### src/rtl/sar_adc_pkg.sv
// Shared types and sizes for the SAR ADC controller (R2R ladder + external comparator).
package sar_adc_pkg;
  typedef enum logic [1:0] {IDLE, SETTLE, DECIDE} state_e;

  localparam int DAC_W     = 8;
  localparam int AVG_DEPTH = 4;
  localparam int SUM_W     = 10;
endpackage

### src/rtl/sar_adc_ctrl_cmp_sync.sv
// Two-flop synchronizer bringing the asynchronous comparator output into the clk domain.
module cmp_sync (
  input  logic clk,
  input  logic rst_n,
  input  logic d_i,
  output logic q_o
);
  logic meta_q;
  logic sync_q;

  always_ff @(posedge clk or negedge rst_n) begin
    if (!rst_n) begin
      meta_q <= 1'b0;
      sync_q <= 1'b0;
    end else begin
      meta_q <= d_i;
      sync_q <= meta_q;
    end
  end

  assign q_o = sync_q;
endmodule

### src/rtl/sar_adc_ctrl.sv
// Successive-approximation ADC controller: binary-searches an 8-bit code MSB-first on the R2R DAC.
// Define SAR_ADC_AVG_EN to output a 4-deep moving average instead of the raw conversion result.
module sar_adc_ctrl
  import sar_adc_pkg::*;
#(
  parameter int SETTLE_CYCLES = 16,
  parameter int SAMPLE_PERIOD = 2083
) (
  input  logic             clk,
  input  logic             rst_n,
  input  logic             en,
  input  logic             cmp,
  output logic [DAC_W-1:0] dac,
  output logic [DAC_W-1:0] sample,
  output logic             valid,
  output logic             busy,
  output logic             overrun
);
  localparam int TMR_W = (SAMPLE_PERIOD > 1) ? $clog2(SAMPLE_PERIOD) : 1;
  localparam int SET_W = (SETTLE_CYCLES > 1) ? $clog2(SETTLE_CYCLES) : 1;
  localparam int BIT_W = $clog2(DAC_W);
  localparam logic [TMR_W-1:0] TMR_LAST = TMR_W'(SAMPLE_PERIOD - 1);
  localparam logic [SET_W-1:0] SET_LAST = SET_W'(SETTLE_CYCLES - 1);

  state_e           state_q, state_d;
  logic [TMR_W-1:0] tmr_q, tmr_d;
  logic [SET_W-1:0] set_q, set_d;
  logic [BIT_W-1:0] bit_q, bit_d;
  logic [DAC_W-1:0] res_q, res_d;
  logic [DAC_W-1:0] dac_q, dac_d;
  logic [DAC_W-1:0] sample_q, sample_d;
  logic             valid_q, valid_d;
  logic             busy_q, busy_d;
  logic             ovr_q, ovr_d;
  logic             tick;
  logic             cmp_s;
  logic [DAC_W-1:0] res_new;
  logic [DAC_W-1:0] result_out;

  cmp_sync u_cmp_sync (
    .clk   (clk),
    .rst_n (rst_n),
    .d_i   (cmp),
    .q_o   (cmp_s)
  );

  assign tick  = en && (tmr_q == TMR_LAST);
  assign tmr_d = (!en || tick) ? '0 : tmr_q + TMR_W'(1);

  // Bits below the one being decided are still zero, so OR-ing in the decision is enough.
  assign res_new = res_q | (DAC_W'(cmp_s) << bit_q);

`ifdef SAR_ADC_AVG_EN
  logic [DAC_W-1:0] hist_q [AVG_DEPTH];
  logic [SUM_W-1:0] sum_q, sum_d;
  logic             done;

  assign done       = (state_q == DECIDE) && (bit_q == '0);
  assign sum_d      = sum_q + SUM_W'(res_new) - SUM_W'(hist_q[AVG_DEPTH-1]);
  assign result_out = sum_d[SUM_W-1 -: DAC_W];

  always_ff @(posedge clk or negedge rst_n) begin
    if (!rst_n) begin
      sum_q <= '0;
      for (int i = 0; i < AVG_DEPTH; i++) hist_q[i] <= '0;
    end else if (done) begin
      sum_q     <= sum_d;
      hist_q[0] <= res_new;
      for (int i = 1; i < AVG_DEPTH; i++) hist_q[i] <= hist_q[i-1];
    end
  end
`else
  assign result_out = res_new;
`endif

  always_comb begin
    state_d  = state_q;
    set_d    = set_q;
    bit_d    = bit_q;
    res_d    = res_q;
    dac_d    = dac_q;
    sample_d = sample_q;
    valid_d  = 1'b0;
    busy_d   = busy_q;
    // busy is still high on the final DECIDE edge, so a coincident tick is dropped too.
    ovr_d    = tick && busy_q;
    case (state_q)
      IDLE: begin
        if (tick) begin
          res_d   = '0;
          dac_d   = DAC_W'(1) << (DAC_W - 1);
          bit_d   = BIT_W'(DAC_W - 1);
          set_d   = '0;
          busy_d  = 1'b1;
          state_d = SETTLE;
        end
      end
      SETTLE: begin
        if (set_q == SET_LAST) state_d = DECIDE;
        else                   set_d   = set_q + SET_W'(1);
      end
      DECIDE: begin
        res_d = res_new;
        set_d = '0;
        if (bit_q != '0) begin
          dac_d   = res_new | (DAC_W'(1) << (bit_q - BIT_W'(1)));
          bit_d   = bit_q - BIT_W'(1);
          state_d = SETTLE;
        end else begin
          sample_d = result_out;
          valid_d  = 1'b1;
          dac_d    = '0;
          busy_d   = 1'b0;
          state_d  = IDLE;
        end
      end
      default: state_d = IDLE;
    endcase
  end

  always_ff @(posedge clk or negedge rst_n) begin
    if (!rst_n) begin
      state_q  <= IDLE;
      tmr_q    <= '0;
      set_q    <= '0;
      bit_q    <= '0;
      res_q    <= '0;
      dac_q    <= '0;
      sample_q <= '0;
      valid_q  <= 1'b0;
      busy_q   <= 1'b0;
      ovr_q    <= 1'b0;
    end else begin
      state_q  <= state_d;
      tmr_q    <= tmr_d;
      set_q    <= set_d;
      bit_q    <= bit_d;
      res_q    <= res_d;
      dac_q    <= dac_d;
      sample_q <= sample_d;
      valid_q  <= valid_d;
      busy_q   <= busy_d;
      ovr_q    <= ovr_d;
    end
  end

  assign dac     = dac_q;
  assign sample  = sample_q;
  assign valid   = valid_q;
  assign busy    = busy_q;
  assign overrun = ovr_q;
endmodule

### config.mk
export PLATFORM = sky130hd
export DESIGN_NAME = sar_adc_ctrl
export DESIGN_NICKNAME = d
export VERILOG_FILES = /design/src/rtl/sar_adc_pkg.sv /design/src/rtl/sar_adc_ctrl_cmp_sync.sv /design/src/rtl/sar_adc_ctrl.sv
export SDC_FILE = /design/constraint.sdc
export NUM_CORES = 1
export LEC_CHECK = 0
export CAP_MARGIN = 0
export CORE_MARGIN = 1.5
export CORE_UTILIZATION = 30
export CTS_CLUSTER_DIAMETER = 100
export DETAILED_ROUTE_END_ITERATION = 8
export RECOVER_POWER = 100
export SLEW_MARGIN = 40
export SYNTH_ARGS = -nofsm -noshare
export SYNTH_HDL_FRONTEND = slang
export SYNTH_HIERARCHICAL = 1
export SYNTH_SLANG_ARGS = --single-unit
### constraint.sdc
create_clock -name clk -period 2.7 [get_ports clk]
set_clock_uncertainty 0.15 [all_clocks]
set_input_delay 0.54 -clock clk [delete_from_list [all_inputs] [get_ports clk]]
set_output_delay 0.54 -clock clk [all_outputs]
set_load 0.02 [all_outputs]
## Word level (Yosys, flattened, before mapping)

Cells that the tools add are included.

| storage, ports and cells | value |
|---|---|
| memories | 0 |
| output and inout bits | 19 |
| bits of input ports | 4 |
| memory bits (writable) | 0 |
| bits in registers | 50 |
| logic and storage cells | 64 |
| memory bits (read-only) | 0 |
| latch bits | 0 |

| operators by class | value |
|---|---|
| magnitude comparators | 0 |
| equality and inequality tests | 9 |
| shift-type cells | 2 |
| add/sub/neg operators | 3 |
| multiplexer cells | 21 |
| $mul | 0 |
| divide/modulo/power cells | 0 |
| bitwise logic cells | 3 |
| reduce and logical (&&, ||, !) cells | 14 |

Operators with widths:

| kind | number |
|---|---|
| $pmux W8 S2 | 2 |
| $mux W8 | 3 |
| $or A8 B8 Y8 | 2 |
| $add A12 B1 Y12 const B | 1 |
| $eq A12 B12 Y1 const B | 1 |
| $mux W12 | 1 |
| $pmux W4 S3 | 1 |
| $ne A2 B2 Y1 const B | 5 |
| $reduce_and A3 Y1 | 3 |
| $mux W4 | 2 |
| $shl A1 B3 Y8 | 1 |
| $shl A1 B3 Y8 const A | 1 |
| $mux W3 | 2 |
| $pmux W2 S3 | 1 |
| $pmux W3 S2 | 1 |
| $reduce_and A2 Y1 | 3 |
| $reduce_bool A3 Y1 | 2 |
| $mux W1 | 5 |
| $add A4 B1 Y4 const B | 1 |
| $eq A4 B4 Y1 const B | 1 |
| $mux W2 | 2 |
| $sub A3 B1 Y3 const B | 1 |
| $eq A2 B1 Y1 const B | 1 |
| $eq A2 B2 Y1 const B | 1 |
| 7 further kinds | 8 |

## Depth between registers and ports, before layout

| logic depth | value |
|---|---|
| depth after elaboration | 5 |
| gate-level depth with buffers | 8 |
| mapped depth without buffers | 6 |

## Modules after synthesis

Netlist, hierarchy kept.

By module, submodules not included:

| module | sequential area each (um^2) | instances | cells an instance | area an instance (um^2) |
|---|---|---|---|---|
| sar_adc_ctrl | 1201.2 | 1 | 220 | 2269.7 |
| cmp_sync | 50.0 | 1 | 2 | 50.0 |

## Worst setup path after synthesis

No wires, ideal clock.

| path | value |
|---|---|
| path type | register to register |
| start point | reg tmr_q[0] |
| end point | reg dac_q[5], in the netlist dac[5] |
| library setup time | 0.118 ns |
| arrival time | 1.554 ns |
| stages on the path, launching flop included | 8 |
| slack | 0.878 ns |
| path through | dfrtp_1 -> inv_1 -> ha_1 -> nor4b_4 -> nand4_4 -> a21o_4 -> buf_6 -> a21o_1 |

| between the ends | value |
|---|---|
| cells in the longest elaborated chain, start to end | 4 |

RTL lines:

| item | line | RTL |
|---|---|---|
| from (decl) | sar_adc_ctrl.sv:26 | `logic [TMR_W-1:0] tmr_q, tmr_d;` |
| from (signal assigned) | sar_adc_ctrl.sv:135 | `tmr_q <= tmr_d;` |
| $eq A12 B12 Y1 | sar_adc_ctrl.sv:47 | `assign tick = en && (tmr_q == TMR_LAST);` |
| $logic_and A1 B1 Y1 | sar_adc_ctrl.sv:47 |  |
| $ne A2 B2 Y1 (no line) | n/a |  |
| $reduce_and A2 Y1 (no line) | n/a |  |
| to (signal assigned) | sar_adc_ctrl.sv:128 | `dac_q <= '0;` |
| to (signal assigned) | sar_adc_ctrl.sv:139 | `dac_q <= dac_d;` |
| to (decl) | sar_adc_ctrl.sv:30 | `logic [DAC_W-1:0] dac_q, dac_d;` |

Every way passes these cells.
A chain may end at the register's enable or synchronous reset.

## Final worst setup path

| path | value |
|---|---|
| start point | reg tmr_q[0] |
| end point | reg bit_q[0] |

| between the ends | value |
|---|---|
| cells in the longest elaborated chain, start to end | 4 |

RTL lines:

| item | line | RTL |
|---|---|---|
| $eq A12 B12 Y1 | sar_adc_ctrl.sv:47 |  |
| $logic_and A1 B1 Y1 | sar_adc_ctrl.sv:47 |  |
| $ne A2 B2 Y1 (no line) | n/a |  |
| $reduce_and A3 Y1 (no line) | n/a |  |
| to (signal assigned) | sar_adc_ctrl.sv:137 | `bit_q <= bit_d;` |
| to (decl) | sar_adc_ctrl.sv:28 | `logic [BIT_W-1:0] bit_q, bit_d;` |

Every way passes these cells.

==> results.ini <==
[logic_synthesis]
ys_seq_elements=50
syn_area_sq_mm=0.00232
ys_types=36
synth_cells=222
avgSynthCellArea_sq_um=10.4
syn_nets=234
seq_area_frac_synth=0.539
ys_warn_count=6

[worst_setup_path]
critPathMaxFanout=16
worstPathArrival_ps=2430
reg2reg_from=tmr_q[0]
rrSetupSlack_ps=340
cp_data_required_time_ps=2770
critical_path_class=register to register
r2r_cells=6
worstSetupStartpointType=register
rr_endpoint=bit_q[0]
critPathCaptureType=register

[cts]
post-cts-setup-buffers=0
cts_buffer_depth=2
ctsHtreeMaxLevel=2
clkLatencyLatePin_ps=310
cts_tree=built
clkSlewWorstSetupHoldPaths_ps=90
root_buffer=clkbuf_8
clock_sinks=50
numCtsBuffers=5
ctsResizeCount=0
hold_buffers=0

[timing]
worst-slew-pin-transition_ps=1230
hold_viol=0
setup_slack_ps=341
period_share=0.874
period_needed_ps=2360
slew_violations=0
slew_headroom=0.180
grt_setup_unrepaired=no
fmax_mhz=424
setup_violations=0
fin_tns_setup_ps=0

[global_route]
antenna_found_initial=0
grt_pass1_vias=1707
grt_pass1_wl_mm=7.96
grt_remaining_overflow=0
grt_max_degree=29
grt_use_total=0.119

[die]
die_width_microns=90.9
start_util=0.315
die_y_microns=90.9
ios=23
die_area_sq_mm=0.00827
core_area_sq_mm=0.00737
num_rows=31

[power]
power_density_mw_per_mm2=485
p_leak_nw=1.12
switching_power_w=0.000273
p_comb_frac=0.024
intPower_w=0.00104
sw_frac_of_total=0.208
clockPowerShare=0.397
vdd_ir_drop_max_mv=0.253
power.share.sequential=0.579

[detailed_routing]
dr.pass1.iters=4
wl_per_cell_microns=13.3
ant_nets=0
drt_iter0_markers=62
vias=1685
drc=0
via_per_inst=4.88
wl_mm=4.59

[final_layout]
final_cell_mix=dfrtp_1, nor2_1, nand2_1
final_common_cell=dfrtp_1
nets=257
n_fill_cell=761
fin_cells=345
areaGrowthSynthToFinish_pct=16.7
drive_gt1_frac=0.0488
antenna_cells=0

[job]
cap_violations=0

[place]
gp_congestion=0.790
port_buffers=22
hpwl_mm=3.22
dp.cells=337
pre_cts_ws_ps=663

[min_path]
hold_path_startpoint=u_cmp_sync/meta_q
holdPathStages=0
hold_path_end=u_cmp_sync/q_o
hp-class=register to register

[outcome]
status=completed

-- cell type report --
cell class                      count  area [sq um]  share of cell area
Multi-Input combinational cell    159           983               0.363
Inverter                            6          22.5             0.00832
Sequential cell                    50          1250               0.462
Clock buffer                        7          76.3              0.0282
Clock inverter                      1          30.0              0.0111
Tap cell                           99           124              0.0458
Timing Repair Buffer               23           219              0.0809
-- metal layers --
metal,GRT usage,up-vias,wire length (microns)
li1,-,832,-
met1,0.153,813,2190
met2,0.195,33,2160
met3,0.0276,7,163
met4,0.0443,0,73
met5,0,-,0
-- kinds of logic (layout without fill, tap and decap cells) --
logic type / after synthesis / after routing / synth area share
compound gates: 53 / 53 / 0.154
xor+xnor: 12 / 12 / 0.0453
flops: 50 / 50 / 0.539
fa+ha+maj: 8 / 8 / 0.0432
buf+inv: 13 / 37 / 0.0253
simple gates: 86 / 86 / 0.193
-- power groups by stage --
stage	registers [W]	logic [W]	clock network [W]
2_1_floorplan	0.000773	0.0000130	0
3_3_place_gp	0.000774	0.0000375	0
3_5_place_dp	0.000774	0.0000386	0
4_1_cts	0.000759	0.0000387	0.000537
5_1_grt	0.000760	0.0000377	0.000569
6_report	0.000759	0.0000319	0.000521
-- flip-flops by register name (all words and copies together) (netlist names) --
register and cells:
sample 8, bit_q 3, dac 8, overrun 1, busy 1, tmr_q 12
res_q 8, u_cmp_sync/q_o 1, u_cmp_sync/meta_q 1, set_q 4, state_q 2, valid 1
-- cells in the mapped netlist (all sizes together) --
master / n / area [sq um]
ha: 8 / 100
and4bb: 1 / 12.5
xor2: 6 / 52.6
nor4b: 2 / 32.5
a41oi: 1 / 8.76
clkbuf: 4 / 15.0
nand2: 22 / 82.6
o2bb2ai: 8 / 70.1
a31oi: 7 / 43.8
buf: 3 / 21.3
a21oi: 20 / 100
nand3: 12 / 60.1
nor2: 27 / 104
and3: 2 / 12.5
nand2b: 4 / 25.0
nand3b: 1 / 7.51
a32o: 1 / 10.0
dfrtp: 50 / 1250
o21ai: 3 / 15.0
and4: 1 / 8.76
o31ai: 1 / 7.51
nor3: 5 / 30.0
a22oi: 1 / 12.5
inv: 6 / 22.5
o211ai: 3 / 22.5
nor2b: 5 / 31.3
nor4: 1 / 6.26
nand4: 3 / 33.8
a21o: 8 / 67.6
xnor2: 6 / 52.6
-- stage by stage --
step / instance area (sq um) / hold slack (ps) / total power, W / util
after global routing: 2710 / 221 / 0.00137 / 0.367
after global placement: 2640 / 185 / 0.000812 / 0.359
after detailed placement: 2640 / 190 / 0.000813 / 0.359
final: 2710 / 206 / 0.00131 / 0.367
after CTS: 2750 / 68.6 / 0.00133 / 0.373
after floorplan: 2320 / 94.4 / 0.000786 / -
-- worst max-delay path: stages, from the launching register on --
cell     delay (ps)
dfrtp_1         430
inv_1            80
ha_1            140
nor4b_1         580
nand4_4         250
a21o_2          390
a22oi_1         240
-- how the worst max path moves through the flow --
stage,startpoint,end
finish,tmr_q[0],bit_q[0]
global route,tmr_q[0],bit_q[0]
CTS,bit_q[0],sample[6]
detailed placement,en,dac[0]
global placement,en,dac[1]
floorplan,tmr_q[0],dac[5]
No activity file was read; power rests on OpenSTA's default activity.
